### src/rtl/ps2_pkg.sv
// ps2_pkg: scan-code constants, prefix FSM states and BCD digit width shared by the PS/2 command decoder
package ps2_pkg;
   localparam int BCD_W = 4;
   localparam logic [7:0] SC_BRK   = 8'hF0;
   localparam logic [7:0] SC_EXT   = 8'hE0;
   localparam logic [7:0] SC_ENTER = 8'h5A;
   localparam logic [7:0] SC_BKSP  = 8'h66;
   localparam logic [7:0] SC_ESC   = 8'h76;
   localparam logic [7:0] SC_DEL   = 8'h71;
   localparam logic [79:0] SC_MAIN = {8'h46, 8'h3E, 8'h3D, 8'h36, 8'h2E, 8'h25, 8'h26, 8'h1E, 8'h16, 8'h45};
   localparam logic [79:0] SC_KPAD = {8'h7D, 8'h75, 8'h6C, 8'h74, 8'h73, 8'h6B, 8'h7A, 8'h72, 8'h69, 8'h70};
   localparam logic [63:0] SC_FKEY = {8'h0A, 8'h83, 8'h0B, 8'h03, 8'h0C, 8'h04, 8'h06, 8'h05};
   typedef enum logic [1:0] {S_IDLE, S_EXT, S_BRK, S_EXT_BRK} state_t;
   function automatic logic [4:0] digit_of(input logic [7:0] c);
      digit_of = '0;
      for (int i = 0; i < 10; i++)
         if (c == SC_MAIN[8*i +: 8] || c == SC_KPAD[8*i +: 8]) digit_of = {1'b1, 4'(i)};
   endfunction
   function automatic logic [7:0] fkey_mask(input logic [7:0] c);
      fkey_mask = '0;
      for (int i = 0; i < 8; i++)
         if (c == SC_FKEY[8*i +: 8]) fkey_mask[i] = 1'b1;
   endfunction
endpackage

### src/rtl/ps2_bcd_entry.sv
// ps2_bcd_entry: DIGITS-wide pending BCD shift register with digit count
//   clk, rst           clock, sync active-high reset
//   push/digit         shift left, insert digit at LSD (ignored when full)
//   pop                shift right, drop LSD (ignored when empty)
//   clr, commit        clear pending and count
//   pending, full, empty
module ps2_bcd_entry
   import ps2_pkg::*;
#(
   parameter int DIGITS = 2
) (
   input  logic                      clk,
   input  logic                      rst,
   input  logic                      push,
   input  logic                      pop,
   input  logic                      clr,
   input  logic                      commit,
   input  logic [BCD_W-1:0]          digit,
   output logic [BCD_W*DIGITS-1:0]   pending,
   output logic                      full,
   output logic                      empty
);
   localparam int W  = BCD_W * DIGITS;
   localparam int CW = $clog2(DIGITS + 1);
   logic [W-1:0]  pend_q, pend_d;
   logic [CW-1:0] cnt_q, cnt_d;
   assign full    = cnt_q == CW'(DIGITS);
   assign empty   = cnt_q == '0;
   assign pending = pend_q;
   always_comb begin
      pend_d = pend_q;
      cnt_d  = cnt_q;
      if (clr || commit) begin
         pend_d = '0;
         cnt_d  = '0;
      end else if (push && !full) begin
         pend_d = (pend_q << BCD_W) | W'(digit);
         cnt_d  = cnt_q + 1'b1;
      end else if (pop && !empty) begin
         pend_d = pend_q >> BCD_W;
         cnt_d  = cnt_q - 1'b1;
      end
   end
   always_ff @(posedge clk) begin
      if (rst) begin
         pend_q <= '0;
         cnt_q  <= '0;
      end else begin
         pend_q <= pend_d;
         cnt_q  <= cnt_d;
      end
   end
endmodule

### src/rtl/ps2_key_command_decoder.sv
// ps2_key_command_decoder: PS/2 scan-code prefix filter and key command interpreter
//   CLK, reset             clock, sync active-high reset
//   rx_tick, din           received byte strobe and byte
//   value_bcd, value_valid committed BCD entry and its update pulse
//   flags                  toggled alarm flags
//   fsm_reset              Esc pulse
//   entry_active           digits pending
//   err                    rejected key pulse
//   Macro PS2_EXT_KEYS_EN enables E0-prefixed key tracking.
module ps2_key_command_decoder
   import ps2_pkg::*;
#(
   parameter int DIGITS    = 2,
   parameter int NUM_FLAGS = 3,
   parameter int TIMEOUT   = 50000
) (
   input  logic                      CLK,
   input  logic                      reset,
   input  logic                      rx_tick,
   input  logic [7:0]                din,
   output logic [BCD_W*DIGITS-1:0]   value_bcd,
   output logic                      value_valid,
   output logic [NUM_FLAGS-1:0]      flags,
   output logic                      fsm_reset,
   output logic                      entry_active,
   output logic                      err
);
`ifdef PS2_EXT_KEYS_EN
   localparam bit EXT_EN = 1'b1;
`else
   localparam bit EXT_EN = 1'b0;
`endif
   localparam int TW = $clog2(TIMEOUT + 1);
   state_t                    state_q, state_d;
   logic [TW-1:0]             tmr_q, tmr_d;
   logic [8:0]                held_q, held_d;
   logic                      held_v_q, held_v_d;
   logic [BCD_W*DIGITS-1:0]   value_q, value_d;
   logic                      value_valid_q, value_valid_d;
   logic [NUM_FLAGS-1:0]      flags_q, flags_d;
   logic                      fsm_reset_q, fsm_reset_d;
   logic                      err_q, err_d;
   logic                      is_make, is_brk, ext_bit;
   logic [8:0]                key;
   logic [4:0]                dig;
   logic                      push, pop, clr, commit, full, empty;
   logic [BCD_W*DIGITS-1:0]   pending;
   ps2_bcd_entry #(.DIGITS(DIGITS)) u_entry (
      .clk     (CLK),
      .rst     (reset),
      .push    (push),
      .pop     (pop),
      .clr     (clr),
      .commit  (commit),
      .digit   (dig[3:0]),
      .pending (pending),
      .full    (full),
      .empty   (empty)
   );
   always_comb begin
      state_d       = state_q;
      tmr_d         = tmr_q;
      held_d        = held_q;
      held_v_d      = held_v_q;
      value_d       = value_q;
      flags_d       = flags_q;
      value_valid_d = 1'b0;
      fsm_reset_d   = 1'b0;
      err_d         = 1'b0;
      push          = 1'b0;
      pop           = 1'b0;
      clr           = 1'b0;
      commit        = 1'b0;
      is_make       = 1'b0;
      is_brk        = 1'b0;
      ext_bit       = 1'b0;
      if (rx_tick) begin
         tmr_d   = '0;
         state_d = S_IDLE;
         case (state_q)
            S_IDLE: begin
               if (din == SC_BRK) state_d = S_BRK;
               else if (din == SC_EXT) state_d = EXT_EN ? S_EXT : S_IDLE;
               else is_make = 1'b1;
            end
            S_EXT: begin
               ext_bit = 1'b1;
               if (din == SC_BRK) state_d = S_EXT_BRK;
               else is_make = 1'b1;
            end
            S_BRK: is_brk = 1'b1;
            default: begin
               ext_bit = 1'b1;
               is_brk  = 1'b1;
            end
         endcase
      end else if (state_q != S_IDLE) begin
         tmr_d = tmr_q + 1'b1;
         if (tmr_q == TW'(TIMEOUT - 1)) begin
            state_d = S_IDLE;
            tmr_d   = '0;
         end
      end
      key = {ext_bit, din};
      dig = digit_of(din);
      if (is_brk && held_v_q && held_q == key) held_v_d = 1'b0;
      // a make equal to the held key is a typematic repeat and is dropped
      if (is_make && !(held_v_q && held_q == key)) begin
         held_d   = key;
         held_v_d = 1'b1;
         if (din == SC_ENTER) begin
            err_d         = empty;
            commit        = !empty;
            value_valid_d = !empty;
            value_d       = empty ? value_q : pending;
         end else if (ext_bit) begin
            clr = din == SC_DEL;
         end else if (dig[4]) begin
            err_d = full;
            push  = !full;
         end else if (din == SC_BKSP) begin
            err_d = empty;
            pop   = !empty;
         end else if (din == SC_ESC) begin
            clr         = 1'b1;
            fsm_reset_d = 1'b1;
         end else begin
            flags_d = flags_q ^ NUM_FLAGS'(fkey_mask(din));
         end
      end
   end
   always_ff @(posedge CLK) begin
      if (reset) begin
         state_q       <= S_IDLE;
         tmr_q         <= '0;
         held_q        <= '0;
         held_v_q      <= 1'b0;
         value_q       <= '0;
         value_valid_q <= 1'b0;
         flags_q       <= '0;
         fsm_reset_q   <= 1'b0;
         err_q         <= 1'b0;
      end else begin
         state_q       <= state_d;
         tmr_q         <= tmr_d;
         held_q        <= held_d;
         held_v_q      <= held_v_d;
         value_q       <= value_d;
         value_valid_q <= value_valid_d;
         flags_q       <= flags_d;
         fsm_reset_q   <= fsm_reset_d;
         err_q         <= err_d;
      end
   end
   assign value_bcd    = value_q;
   assign value_valid  = value_valid_q;
   assign flags        = flags_q;
   assign fsm_reset    = fsm_reset_q;
   assign entry_active = !empty;
   assign err          = err_q;
endmodule
### config.mk
export PLATFORM = sky130hd
export DESIGN_NAME = ps2_key_command_decoder
export DESIGN_NICKNAME = d
export VERILOG_FILES = /design/src/rtl/ps2_pkg.sv /design/src/rtl/ps2_bcd_entry.sv /design/src/rtl/ps2_key_command_decoder.sv
export SDC_FILE = /design/constraint.sdc
export NUM_CORES = 1
export LEC_CHECK = 0
export ABC_AREA = 1
export CORE_MARGIN = 3
export CORE_UTILIZATION = 30
export CTS_CLUSTER_SIZE = 14
export DETAILED_ROUTE_END_ITERATION = 12
export GPL_TIMING_DRIVEN = 0
export PLACE_DENSITY = 0.49
export SLEW_MARGIN = 15
export SYNTH_ARGS = -nofsm -noshare
export SYNTH_HDL_FRONTEND = slang
export SYNTH_SLANG_ARGS = --single-unit
### constraint.sdc
create_clock -name CLK -period 2.5 [get_ports CLK]
set_input_delay 0.5 -clock CLK [delete_from_list [all_inputs] [get_ports CLK]]
set_output_delay 0.5 -clock CLK [all_outputs]
set_load 0.005 [all_outputs]
# Word level (Yosys, flattened, before mapping)
# Cells that the tools add are included.
# classes
add_sub_neg,3
n_eq_ne,34
n_mux,74
bitwise_logic,9
n_reduce_logical,36
# ops
op,count
$eq A8 B7 Y1 const B,16
$mux W1,52
$mux W5,10
$eq A8 B6 Y1 const B,6
$eq A8 B3 Y1 const B,3
$add A16 B1 Y16 const B,1
$eq A16 B16 Y1 const B,1
$eq A8 B5 Y1 const B,2
$eq A8 B8 Y1 const B,2
$mux W16,1
$mux W8,2
$mux W2,7
$logic_or A1 B1 Y1,11
$reduce_bool A2 Y1,5
$reduce_or A2 Y1,5
$eq A9 B9 Y1,1
$or A8 B4 Y8,1
$not A1 Y1,7
$logic_and A1 B1 Y1,6
$reduce_and A6 Y1,1
$eq A2 B2 Y1 const B,2
$logic_not A2 Y1,2
$pmux W2 S2,1
$reduce_or A4 Y1,1
other kinds (8),10
# word_totals
ff_bits,52

# Depth between registers and ports, before layout
# Gate-level depths: netlist of run 1.
# logic_depth
ltp_word,19
depth_mapped,14

# Cells and area by module
# Synthesis of run 1 repeated with hierarchy kept, for this count alone.
# hier_totals
cells_unflattened,436
area_unflattened_um2,2944.1
# modules_own_cells
module,instances,cells_each,area_each_um2
ps2_key_command_decoder,1,358,2417.3
ps2_bcd_entry,1,78,526.8

# Least setup slack after synthesis of run 1
# Ideal clock, no wire load.
# synth_timing
path_kind,in2reg
startpoint,input port rx_tick
endpoint,register u_entry.pend_q[3] (netlist: u_entry.pending[3])
arrival_ns,1.663
slack_ns,0.771
cell_stages,14
cell_sequence,nand2_1 > nand2_1 > nand2_1 > nand3_1 > nor2_1 > nand3_1 > nand2_4 > inv_2 > buf_6 > nand3_2 > nand3_4 > clkinv_2 > nand2_1 > a21oi_2
# synth_via
elab_chain_cells,8
# synth_lines
element,line,source
start: declaration,ps2_key_command_decoder.sv:19,"input logic rx_tick,"
$mux W1,ps2_key_command_decoder.sv:77,if (rx_tick) begin
$eq A9 B9 Y1,ps2_key_command_decoder.sv:108,if (is_make && !(held_v_q && held_q == key)) begin
$logic_and A1 B1 Y1,ps2_key_command_decoder.sv:108,
$logic_not A1 Y1,ps2_key_command_decoder.sv:108,
$logic_and A1 B1 Y1,ps2_key_command_decoder.sv:108,
$mux W1 (on tied branches),--,
$logic_and A1 B1 Y1 (tied with other cells),ps2_bcd_entry.sv:36,end else if (push && !full) begin
$mux W8 (tied with other cells),ps2_bcd_entry.sv:36,
end signal: assignment,ps2_bcd_entry.sv:49,pend_q <= pend_d;
end: declaration,ps2_bcd_entry.sv:25,"logic [W-1:0] pend_q, pend_d;"
# Parallel ways exist; a longest one is shown, timed or not.
# A chain may end at the register's enable or synchronous reset.

# Worst setup path after layout of run 1
# layout_timing
startpoint,input port rx_tick
endpoint,register u_entry.pend_q[7] (netlist: u_entry.pending[7])
# The elaborated chain is that of the path after synthesis.

==> key figures, run 1 <==
Status
  • Status: completed

Synth
  • Yosys top cell by area: dfxtp_1
  • Syn_area_per_cell: 6.77 µm²
  • Synth top area share: 36.7%
  • Synth top cells by count: 105 x nand2_1, 52 x dfxtp_1, 44 x nor2_1
  • #FFs+latches synth: 52
  • Post-Syn Area: 2840 µm²
  • Syn Inst Count: 419
  • Seq/Total Area, Yosys: 36.7%
  • Async SR Flop Fraction: 0%
  • Top_reg_cell synth: dfxtp_1
  • Unique cell type count in the Yosys netlist: 34
  • Area contributors post-synth: dfxtp_1 37%, nand2_1 14%, nand3_1 7.6%, nor2_1 5.8%, a21oi_1 5.5%
  • Warnings from Yosys: 0
  • Most common cell in the netlist: nand2_1
  • Syn Nets: 431
  • Post-synth EDFFs: 0

Setup path
  • Crit path max fanout: 10
  • Worst r2r src: state_q[0]$_SDFFE_PP0P_
  • Reg2reg end: u_entry.pending[7]$_SDFFE_PP0P_
  • Startpoint Class: input port
  • Critical Path AT: 2.53 ns
  • Required time of the worst setup path: 2.73 ns
  • CP Capture Type: register
  • Worst r2r path cells: 14
  • Worst path cell trace: clkdlybuf4s50_1, nand2_1, nand2_1, nand2_1, nand3_1, nor2_1, nand3_1, nand2_4, inv_2, buf_6, nand3_2, nand3_4, clkinv_2, nand2_1, a21oi_1
  • Peak per-stage delay on the critical path: 0.47 ns
  • FF-to-FF setup slack: 0.53 ns
  • CP Launch Point: rx_tick
  • Slowest library cell on the worst path: clkdlybuf4s50_1
  • CP dominant cell by count: nand2_1
  • Type of the worst setup path: input port to register

Placement
  • Routability congestion estimate: 0.903
  • Detail Placement HPWL: 5350 µm
  • PortBufs: 25
  • Post-placement cell count: 552
  • Post-DP Area: 3220 µm²

Clock network
  • CTS buffer count: 5
  • Clock latency on the worst-skew pair: 0.30 ns
  • Clk slew on worst S/H paths: 0.09 ns
  • Post-CTS setup buffer count: 0
  • Clk buf depth: 2
  • Clk sinks: 52
  • Root Driver: clkbuf_8
  • CTS tree: done
  • CTS H-tree depth: 2
  • Hold Buf Count CTS: 0
  • Post-CTS Resized: 0

GRT
  • Largest net degree at the start of global routing: 15
  • Final global-route overflow total: 0
  • Vias in the first global route: 2613
  • Global Route Usage Sum: 13.9%
  • Global-route wire length before repair: 11900 µm
  • Antenna violations before repair: 0

Drt
  • Post-DR vias/cell: 4.78
  • Via Count: 2667
  • Post-Route WL: 6880 µm
  • DRT Pass-1 Iters: 4
  • Antenna viol nets, final: 0
  • DR iter-0 viols: 108
  • Wire per inst: 12.3 µm
  • DRC Markers: 0

STA
  • Worst slew pin tran: 0.538 ns
  • Setup_tns: 0 ns
  • Worst relative slew slack: 64.2%
  • Final setup fails: 0
  • Max Slew Vio Count: 0
  • Final worst path period share: 92.1%
  • Max Clock Skew: 0.00620 ns
  • Hold Vio Cnt, Final: 0
  • Max Fclk: 434 MHz
  • Min Tclk post-route: 2.30 ns
  • Unrepaired setup endpoints after global routing: no

Worst hold path
  • Hold_sp: held_q[5]$_SDFFE_PP0P_
  • HP Class: register to register
  • Hold Path Sink: held_q[5]$_SDFFE_PP0P_
  • Worst hold path cell count: 2

Power and ir drop
  • Worst vdd rail ir drop: 0.196 mV
  • P_leak: 1.30 nW
  • Total Power: 0.00159 W
  • Pwr dens: 480 nW/µm²

Floorplanning
  • Io pins: 26
  • Die X-Extent: 103 µm
  • Core Region: 8930 µm²
  • Row count: 34
  • Starting density of the core: 31.7%
  • Die height: 103 µm
  • Full die area: 10700 µm²

Layout
  • # diodes: 0
  • Post-route design area: 3320 µm²
  • Non-Filler Instances: 558
  • # nets final: 463
  • Synth-to-Final Area Change: 17.1%
  • Multi-input logic area: 1570 µm²
  • Fillers: 985
  • Layout Utilization: 37.2%
  • Register area: 1040 µm²
  • Ratio of cells with drive above 1 in the final layout: 10.9%

Run
  • Max_cap viols: 0
-- sequential cells by signal, summed over array words and instances (netlist names), 2 cells and up --
signal,cells
u_entry.pending,8
value_bcd,8
tmr_q,16
state_q,2
held_q,9
flags,3
u_entry.cnt_q,2
-- cell usage in the layout (no fill, tap or decap), types with 2 or more instances in the layout --
master and count:
nor2_4 4, nor4_1 5, clkdlybuf4s50_1 25, nand3_2 2
clkbuf_1 2, a21oi_1 31, nand2_2 7, xor2_1 3
nor2_2 9, clkbuf_8 5, nand2_1 105, dfxtp_1 52
a211oi_1 2, nand3_1 43, inv_1 36, buf_6 2
o21ai_1 4, nand4_1 7, nor2_1 44, o21ai_0 19
inv_2 10, xnor2_1 8, nor3_1 10, nand3_4 2
-- worst max path at each step --
stage | end | slack, ns
floorplan | u_entry.pending[3]$_SDFFE_PP0P_ | 0.77
global placement | u_entry.pending[3]$_SDFFE_PP0P_ | -0.11
CTS | u_entry.pending[7]$_SDFFE_PP0P_ | 0.21
detailed placement | u_entry.pending[7]$_SDFFE_PP0P_ | -0.11
global route | u_entry.pending[7]$_SDFFE_PP0P_ | 0.007
finish | u_entry.pending[7]$_SDFFE_PP0P_ | 0.20
-- area by class of cell --
cell class                      instances  share of cell area [%]
Buffer                                  6                    1.28
Clock buffer                            5                    2.07
Clock inverter                          1                   0.905
Inverter                               47                    5.35
Multi-Input combinational cell        314                    47.4
Sequential cell                        52                    31.4
Tap cell                              108                    4.07
Timing Repair Buffer                   25                    7.54
-- power breakdown --
group | internal, W | switching [W] | total, W
clock network | 0.000288 | 0.000274 | 0.000562
registers | 0.000844 | 0.00000945 | 0.000854
logic | 0.0000627 | 0.000114 | 0.000177
total | 0.00119 | 0.000398 | 0.00159
-- critical path, delay by kind of cell --
family / cells / cell delay [ns]
AND/OR/NAND/NOR: 10 / 1.13
AO/OA/AOI/OAI: 1 / 0.11
buffers and inverters: 4 / 0.77
-- per-stage QoR --
stage	setup slack [ns]	hold slack, ns
2_1_floorplan	0.771	0.440
3_3_place_gp	-0.107	0.457
3_5_place_dp	-0.107	0.463
4_1_cts	0.207	0.479
5_1_grt	0.00746	0.492
6_report	0.198	0.474
-- layer usage --
layer / share of wire (%) / vias to the layer above / GRT usage [%]
li1: - / 1423 / -
met1: 48 / 1207 / 18.8
met2: 47 / 31 / 23.3
met3: 3.5 / 6 / 2.01
met4: 0.89 / 0 / 3.59
met5: 0 / - / 0
-- logic make-up after synthesis --
kind of cell               count (synthesis)  synth area share, %
and+or+nand+nor                          243                 40.6
xor gates and xnor gates                  11                 3.40
AOI/OAI and AO/OA                         59                 11.0
adders and majority gates                  1                0.441
DFF                                       52                 36.7
buffers and inverters                     53                 7.77
Power figures use the tool's default switching activity.
==> run 2, diff against run 1 <==
ABC_AREA = default   (was 1)
PLACE_DENSITY = 0.51   (was 0.49)
clock period = 2 ns   (was 2.5 ns; I/O delays follow)
==> run 2 against run 1 <==
Highest routed layer unchanged. Final cell count decreased by 12%. Via count fell by 4.8%. Sequential share of layout area fell by 4.8 points. Combinational power rose by 80%. Total power up 28%. Non-clock buffer count increased by 44. The flow now finishes with violations (negative setup slack). Register-to-register slack worse by 0.68 ns. Flip-flop and latch count did not move. Global-route usage grew 0.68 points. Largest cell class unchanged. Cell area rose by 18%.
==> key figures, run 2 <==
Synth
  • Most common cell in the netlist: dfxtp_1
  • Async SR Flop Fraction: 0%
  • Post-synthesis compound-gate area fraction: 10.6%
  • Synth top cells by count: 52 x dfxtp_1, 50 x nor2_1, 25 x nand2_1
  • Warnings from Yosys: 0
  • Post-Synth Adder-Cell Area: 0.452%
  • Post-synth EDFFs: 0
  • Top_reg_cell synth: dfxtp_1
  • #FFs+latches synth: 52
  • Synth Area in Simple Gates: 30.6%
  • Seq/Total Area, Yosys: 37.6%
  • Area contributors post-synth: dfxtp_1 38%, nor2_1 6.8%, mux2i_1 6.5%, xnor2_1 6.0%, nand2_1 3.4%
  • Syn Inst Count: 324
  • Post-Syn Area: 2770 µm²
  • Post-Synth XOR/XNOR Area: 9.18%
  • Largest family of logic cells by synthesized area: simple AND/OR/NAND/NOR gates
  • Post-synthesis mux area share: 6.92%
  • Unique cell type count in the Yosys netlist: 57
  • Syn_area_per_cell: 8.54 µm²
  • Yosys top cell by area: dfxtp_1
  • Synth top area share: 37.6%
  • Syn Nets: 336

Worst hold path
  • HP Class: register to register
  • Hold_sp: state_q[1]$_SDFFE_PP0P_

Placement
  • Detail Placement HPWL: 5010 µm
  • Post-DP Area: 3220 µm²
  • PortBufs: 22
  • Routability congestion estimate: 0.838
  • Worst slack, placed: -1.50 ns

Drt
  • Post-Route WL: 7630 µm
  • Antenna viol nets, final: 0
  • Wire per inst: 15.5 µm
  • Post-DR vias/cell: 5.16
  • Via Count: 2539
  • DRT Pass-1 Iters: 4
  • DRC Markers: 0
  • DR iter-0 viols: 76

Setup path
  • Startpoint Class: input port
  • Critical Path AT: 2.51 ns
  • CP Launch Point: din[7]
  • Required time of the worst setup path: 2.18 ns
  • CP Capture Type: register
  • Type of the worst setup path: input port to register
  • Worst r2r src: state_q[0]$_SDFFE_PP0P_
  • Crit path max fanout: 6

STA
  • Worst relative slew slack: 66.3%
  • Final worst path period share: 117%
  • Max Slew Vio Count: 0
  • Max Fclk: 429 MHz
  • Min setup slack post-route: -0.331 ns
  • Worst slew pin tran: 0.506 ns
  • Min Tclk post-route: 2.33 ns
  • Unrepaired setup endpoints after global routing: yes
  • Max Clock Skew: 0.00490 ns
  • Hold Vio Cnt, Final: 0
  • Final setup fails: 10

Floorplanning
  • Die height: 102 µm
  • Full die area: 10400 µm²
  • Die X-Extent: 102 µm
  • Starting density of the core: 31.3%
  • Row count: 34
  • Io pins: 26
  • Core Region: 8850 µm²

Power and ir drop
  • Worst vdd rail ir drop: 0.297 mV
  • P_leak: 1.37 nW
  • Pwr dens: 519 nW/µm²

GRT
  • Global-route wire length before repair: 12100 µm
  • Largest net degree at the start of global routing: 17
  • GR Util met2: 23.7%
  • Final global-route overflow total: 0
  • Vias in the first global route: 2467
  • Met1 global-route usage: 19.6%
  • Met3 Track Usage GR: 2.53%
  • Most used routing layer: met2
  • Antenna violations before repair: 0
  • Global Route Usage Sum: 14.6%

Status
  • Violated checks: negative setup slack
  • Status: complete, but fails checks

Layout
  • Post-route design area: 3920 µm²
  • Ratio of cells with drive above 1 in the final layout: 29.2%
  • Most frequent cells in the layout: 52 x dfxtp_1, 50 x nor2_1, 25 x buf_4, 24 x nand2_1, 17 x mux2i_1
  • # nets final: 395
  • # diodes: 0
  • Biggest register: tmr_q
  • Leading cell type in the layout, fill and taps excluded: dfxtp_1
  • Synth-to-Final Area Change: 41.6%
  • Layout Utilization: 44.3%
  • Regs by FF count: tmr_q (16), held_q (9)
  • Max FFs per register: 16

Clock network
  • Clk buf depth: 2
  • Clk sinks: 52
  • CTS tree: done
  • CTS buffer count: 5
  • Root Driver: clkbuf_8
  • Clock latency on the worst-skew pair: 0.31 ns
  • Clk slew on worst S/H paths: 0.10 ns
  • CTS H-tree depth: 2

Run
  • Max_cap viols: 0
-- run 2: what timing repair did --
action,4_1_cts,5_1_grt
pin swaps,19,18
cloned,1,1
hold buffers,0,0
resized for setup,69,52
setup endpoints to repair,45,39
buffers inserted,24,5
-- run 2: cell type report --
type / count / area, µm²
flip-flops and latches: 52 / 1040
fillers: 889 / 4930
clock inverters: 2 / 15.0
clock buffers: 6 / 82.6
inverters: 4 / 15.0
multi-input cells: 245 / 1930
well taps: 108 / 135
plain buffers: 22 / 221
repair buffers: 53 / 475
-- run 2: path summary, 6_finish.rpt --
check             slack (ns)                               to  depth (start not counted)
setup / recovery       -0.33  u_entry.pending[6]$_SDFFE_PP0P_                          9
hold / removal          0.48            held_v_q$_SDFFE_PP0P_                          1
setup reg to reg       -0.15  u_entry.pending[1]$_SDFFE_PP0P_                          8
hold reg to reg         0.48            held_v_q$_SDFFE_PP0P_                          1
-- run 2: metrics by stage --
step / hold slack [ns] / power [W] / std cells / TNS, ns
detailed placement: 0.464 / 0.00131 / 454 / -42.42
global placement: 0.462 / 0.00131 / 454 / -40.34
finish: 0.480 / 0.00203 / 492 / -2.85
global route: 0.492 / 0.00211 / 492 / -5.04
CTS: 0.473 / 0.00202 / 486 / -3.50
floorplan: 0.439 / 0.00125 / 324 / -4.35
-- run 2: report_power, final --
part / switching [W] / internal (W)
clock network: 0.000368 / 0.000281
registers: 0.0000136 / 0.00105
logic: 0.000165 / 0.000153
-- run 2: cell families (layout without fill, tap and decap cells) --
family	after synthesis	after routing
compound gates	42	42
xor+xnor	29	29
fa+ha+maj	1	1
buf+inv	27	87
flops	52	52
mux	19	19
simple gates	154	154
-- run 2: worst max-delay path: stages --
cell	delay [ns]
buf_8	0.10
or4b_4	0.57
o32ai_2	0.23
a221o_1	0.26
nor4bb_4	0.09
or4_4	0.56
buf_12	0.16
nand3_2	0.06
a21oi_1	0.06
-- run 2: routing by layer --
layer	vias up	part of all wire, %
met5	-	0
met2	43	49
met3	8	2.8
met4	0	1.3
met1	1231	47
li1	1257	-
==> run 3, diff against run 2 <==
MAX_ROUTING_LAYER = met4   (was default)
==> run 3 against run 2 <==
Wire length decreased by 0.13%. The run still ends with negative setup slack left. First-iteration DRC count grew 12%. Hold slack got worse by 0.0012 ns.
==> key figures, run 3 (synthesis results as in run 2) <==
Setup path
  • Required time of the worst setup path: 2.18 ns
  • Type of the worst setup path: input port to register
  • Worst r2r src: state_q[0]$_SDFFE_PP0P_
  • Reg2reg end: u_entry.pending[1]$_SDFFE_PP0P_
  • Crit path max fanout: 6
  • Critical Path AT: 2.51 ns
  • Worst r2r path cells: 8
  • FF-to-FF setup slack: -0.15 ns
  • CP Capture Type: register
  • Startpoint Class: input port

STA
  • Final setup fails: 11
  • Unrepaired setup endpoints after global routing: yes
  • Final worst path period share: 117%
  • Max Clock Skew: 0.00483 ns
  • Max Fclk: 429 MHz
  • WHS: 0.479 ns
  • Min setup slack post-route: -0.334 ns
  • Min Tclk post-route: 2.33 ns
  • Max Slew Vio Count: 0
  • Worst relative slew slack: 66.2%
  • Worst slew pin tran: 0.502 ns
  • Hold Vio Cnt, Final: 0

Layout
  • Ratio of cells with drive above 1 in the final layout: 29.2%
  • Synth-to-Final Area Change: 41.6%
  • Leading cell type in the layout, fill and taps excluded: dfxtp_1
  • Max FFs per register: 16
  • Multi-input logic area: 1930 µm²
  • Biggest register: tmr_q
  • # diodes: 0
  • Most frequent cells in the layout: 52 x dfxtp_1, 50 x nor2_1, 25 x buf_4, 24 x nand2_1, 17 x mux2i_1
  • Regs by FF count: tmr_q (16), held_q (9)
  • # nets final: 395
  • Register area: 1040 µm²
  • Fillers: 889

Placement
  • Routability congestion estimate: 0.851
  • Detail Placement HPWL: 5010 µm
  • PortBufs: 22
  • Worst slack, placed: -1.50 ns

Power and ir drop
  • Sw Share: 27.0%
  • Internal power: 0.00149 W
  • P_leak: 1.37 nW
  • Worst vdd rail ir drop: 0.298 mV
  • Total Power: 0.00204 W
  • Net Switching: 0.000550 W
  • Pwr dens: 520 nW/µm²
  • Clock power frac: 32.0%
  • Logic pwr share: 15.6%
  • Register share of total power: 52.3%

Floorplanning
  • Full die area: 10400 µm²
  • Row count: 34
  • Die X-Extent: 102 µm
  • Die height: 102 µm
  • Io pins: 26
  • Core Region: 8850 µm²
  • Starting density of the core: 31.3%

GRT
  • Vias in the first global route: 2468
  • Global Route Usage Sum: 15.0%
  • Final global-route overflow total: 0
  • Global-route wire length before repair: 12100 µm
  • Antenna violations before repair: 0
  • Largest net degree at the start of global routing: 17

Drt
  • Wire per inst: 15.5 µm
  • DRT Pass-1 Iters: 4
  • Post-Route WL: 7620 µm
  • DRC Markers: 0
  • Post-DR vias/cell: 5.19
  • Antenna viol nets, final: 0
  • Via Count: 2555
  • DR iter-0 viols: 85

Worst hold path
  • HP Class: register to register
  • Worst hold path cell count: 1
  • Hold Path Sink: held_v_q$_SDFFE_PP0P_
  • Hold_sp: state_q[1]$_SDFFE_PP0P_

Clock network
  • Clock latency on the worst-skew pair: 0.31 ns
  • Clk slew on worst S/H paths: 0.10 ns
  • CTS H-tree depth: 2
  • Clk buf depth: 2
  • Hold Buf Count CTS: 0
  • CTS tree: done
  • Root Driver: clkbuf_8
  • Clk sinks: 52
  • CTS buffer count: 5

Run
  • Max_cap viols: 0

Status
  • Violated checks: negative setup slack
  • Status: complete, but fails checks
-- run 3: cell counts in the layout (fill, tap and decap cells not counted) --
No cell type changed its count.
-- run 3: power groups by stage --
| stage | combinational [W] | clock [W] | sequential (W) |
|---|---|---|---|
| after detailed placement | 0.000226 | 0 | 0.00109 |
| after global routing | 0.000342 | 0.000700 | 0.00107 |
| after CTS | 0.000274 | 0.000678 | 0.00106 |
| after global placement | 0.000224 | 0 | 0.00109 |
| after floorplan | 0.000161 | 0 | 0.00108 |
| final | 0.000318 | 0.000652 | 0.00107 |
-- run 3: worst max-delay path by stage --
| stage | from | end | slack [ns] | depth (start not counted) |
|---|---|---|---|---|
| 2_1_floorplan | din[5] | u_entry.pending[0]$_SDFFE_PP0P_ | -0.47 | 9 |
| 3_3_place_gp | din[7] | u_entry.pending[2]$_SDFFE_PP0P_ | -1.43 | 10 |
| 3_5_place_dp | din[7] | u_entry.pending[1]$_SDFFE_PP0P_ | -1.50 | 10 |
| 4_1_cts | din[7] | u_entry.pending[0]$_SDFFE_PP0P_ | -0.41 | 8 |
| 5_1_grt | din[7] | u_entry.cnt_q[1]$_SDFFE_PP0P_ | -0.39 | 10 |
| 6_report | din[7] | u_entry.pending[6]$_SDFFE_PP0P_ | -0.33 | 9 |
-- run 3: critical path: stages --
cell and delay, ns:
buf_8 0.10, or4b_4 0.58, o32ai_2 0.23, a221o_1 0.26, nor4bb_4 0.09, or4_4 0.56
buf_12 0.16, nand3_2 0.06, a21oi_1 0.06
-- run 3: timing repair --
item,4_1_cts,5_1_grt
pin swaps,19,18
setup endpoints to repair,45,39
cloned,1,1
gates resized for setup,69,52
buffers inserted,24,5
-- run 3: through the flow --
step / cell area (µm²) / instances / setup TNS [ns] / util, %
6_report: 3920 / 492 / -2.85 / 44.3
5_1_grt: 3920 / 492 / -5.04 / 44.3
4_1_cts: 3680 / 486 / -3.50 / 41.6
3_5_place_dp: 3220 / 454 / -42.42 / 36.4
3_3_place_gp: 3220 / 454 / -40.34 / 36.4
2_1_floorplan: 2860 / 324 / -4.35 / -
-- run 3: final cells by class --
type | count | share of cell area [%]
repair buffers | 53 | 12.1
multi-input cells | 245 | 49.3
clock inverters | 2 | 0.383
inverters | 4 | 0.383
flip-flops and latches | 52 | 26.6
well taps | 108 | 3.45
clock buffers | 6 | 2.11
plain buffers | 22 | 5.65
-- run 3: metal layers --
| metal | track usage (%) | up-vias | wire [µm] |
|---|---|---|---|
| met5 | - | - | 0 |
| met4 | 5.05 | 0 | 108 |
| met3 | 2.53 | 10 | 337 |
| met2 | 23.7 | 65 | 3690 |
| met1 | 19.6 | 1218 | 3490 |
| li1 | - | 1262 | - |
==> edit: new RTL, flow settings as in run 2 <==
Register the inputs `rx_tick` and `din` before use, without a reset. The logic sees them one clock later.
--- a/src/rtl/ps2_key_command_decoder.sv
+++ b/src/rtl/ps2_key_command_decoder.sv
@@ -31,6 +31,15 @@
    localparam bit EXT_EN = 1'b0;
 `endif
    localparam int TW = $clog2(TIMEOUT + 1);
+
+   logic rx_tick_q;
+   logic [7:0] din_q;
+
+   always_ff @(posedge CLK) begin
+      rx_tick_q <= rx_tick;
+      din_q     <= din;
+   end
+
    state_t                    state_q, state_d;
    logic [TW-1:0]             tmr_q, tmr_d;
    logic [8:0]                held_q, held_d;
@@ -74,18 +83,18 @@
       is_make       = 1'b0;
       is_brk        = 1'b0;
       ext_bit       = 1'b0;
-      if (rx_tick) begin
+      if (rx_tick_q) begin
          tmr_d   = '0;
          state_d = S_IDLE;
          case (state_q)
             S_IDLE: begin
-               if (din == SC_BRK) state_d = S_BRK;
-               else if (din == SC_EXT) state_d = EXT_EN ? S_EXT : S_IDLE;
+               if (din_q == SC_BRK) state_d = S_BRK;
+               else if (din_q == SC_EXT) state_d = EXT_EN ? S_EXT : S_IDLE;
                else is_make = 1'b1;
             end
             S_EXT: begin
                ext_bit = 1'b1;
-               if (din == SC_BRK) state_d = S_EXT_BRK;
+               if (din_q == SC_BRK) state_d = S_EXT_BRK;
                else is_make = 1'b1;
             end
             S_BRK: is_brk = 1'b1;
@@ -101,31 +110,31 @@
             tmr_d   = '0;
          end
       end
-      key = {ext_bit, din};
-      dig = digit_of(din);
+      key = {ext_bit, din_q};
+      dig = digit_of(din_q);
       if (is_brk && held_v_q && held_q == key) held_v_d = 1'b0;
       // a make equal to the held key is a typematic repeat and is dropped
       if (is_make && !(held_v_q && held_q == key)) begin
          held_d   = key;
          held_v_d = 1'b1;
-         if (din == SC_ENTER) begin
+         if (din_q == SC_ENTER) begin
             err_d         = empty;
             commit        = !empty;
             value_valid_d = !empty;
             value_d       = empty ? value_q : pending;
          end else if (ext_bit) begin
-            clr = din == SC_DEL;
+            clr = din_q == SC_DEL;
          end else if (dig[4]) begin
             err_d = full;
             push  = !full;
-         end else if (din == SC_BKSP) begin
+         end else if (din_q == SC_BKSP) begin
             err_d = empty;
             pop   = !empty;
-         end else if (din == SC_ESC) begin
+         end else if (din_q == SC_ESC) begin
             clr         = 1'b1;
             fsm_reset_d = 1'b1;
          end else begin
-            flags_d = flags_q ^ NUM_FLAGS'(fkey_mask(din));
+            flags_d = flags_q ^ NUM_FLAGS'(fkey_mask(din_q));
          end
       end
    end
Behaviour: not the same (a bounded check fails within 4 cycles, from zero or initial values and one cycle with reset high).
==> edit against run 2 <==
  * The flow still finishes with violations (negative setup slack)
  * First-iteration DRC count is 9.2% higher
  * Routed wire length is 2.6% higher
  * Power is 40% higher
  * Sequential cell count is 9 higher
  * Cell area is 9.6% higher
  * Maximum frequency is 2.6% higher
  * Clock power is 93% higher
  * Die area is 7.6% higher
  * Sequential power is 19% higher
  * Worst setup slack better by 0.059 ns
  * Synthesized area is 8.1% higher
==> edit: results <==
timing:
  setup-tns-final_ns: -3.09
  setup_viol: 22
  skew_ns: 0.0102
  worst_pin_slew_ns: 0.605
  fin_ws_ns: -0.272
setup_path:
  slowest_stage: "dfxtp_2"
  crit_path_max_fanout: 7
  slowest_delay_ns: 0.43
  critical-path-top-delay-family: "compound AO/OA/AOI/OAI gates"
synthesis:
  synth_nets: 340
  yosys.cell_types.count: 59
  synthXorXnorAreaFrac_pct: 7.62
  synth_area_leaders: "dfxtp_1, xnor2_1, nor2_1"
  synth_common_cells: "dfxtp_1, nor2_1, nand2_1"
  synth-compound-area-share_pct: 15.5
  synthMuxAreaShare_pct: 1.67
finish:
  buffers: 77
  comb.multi_input.count: 244
  layout.nets: 408
  layout-drive-gt1-share_pct: 30.9
  num-fill-cells: 926
  multi_input_area_share_pct: 45.2
  num-nonclk-inverters: 3
routing:
  met3_length_um: 394
  via_per_inst: 4.97
  wl_um: 7830
  m1WireLength_um: 3610
run_status:
  status: "finished with violations"
  violations: "negative setup slack"
grt:
  grt_max_degree: 11
  met2_usage_pct: 22.3
placed_design:
  postPlaceCellArea_mm2: 0.00345
  dp_cells: 481
power_and_ir_drop:
  seq-power_mw: 1.27
  pwr-share-comb_pct: 11.3
  p_switching_mw: 0.668
  ir_drop_uv: 403
  leakage_nw: 1.52
clock_network:
  htree_levels: 3
  path_clk_slew_ns: 0.06
  clk_latency_ns: 0.35
-- edit: cell types whose count changed after synthesis, sizes merged, moves of 5 or more --
cell           run 2  this run
nand3             12         7
mux2i             18         5
nor3               7        14
dfxtp             52        61
nor2              50        32
a22o               0         9
nand3b             3         8
-- edit: path summary, 6_finish.rpt --
path | from | to | cells past startpoint
setup / recovery | din_q[7] | u_entry.pending[2] | 8
hold / removal | u_entry.pending[2] | u_entry.pending[6] | 2
hold reg to reg | u_entry.pending[2] | u_entry.pending[6] | 2
setup reg to reg | din_q[7] | u_entry.pending[2] | 8
-- edit: what timing repair did --
item / 4_1_cts / 5_1_grt
endpoints found under the hold margin: 0 / 0
pin swaps: 14 / 21
buffers inserted: 18 / 16
hold buffers: 0 / 0
resized for setup: 42 / 43
endpoints found under the setup margin: 35 / 41
cloned: 1 / 1
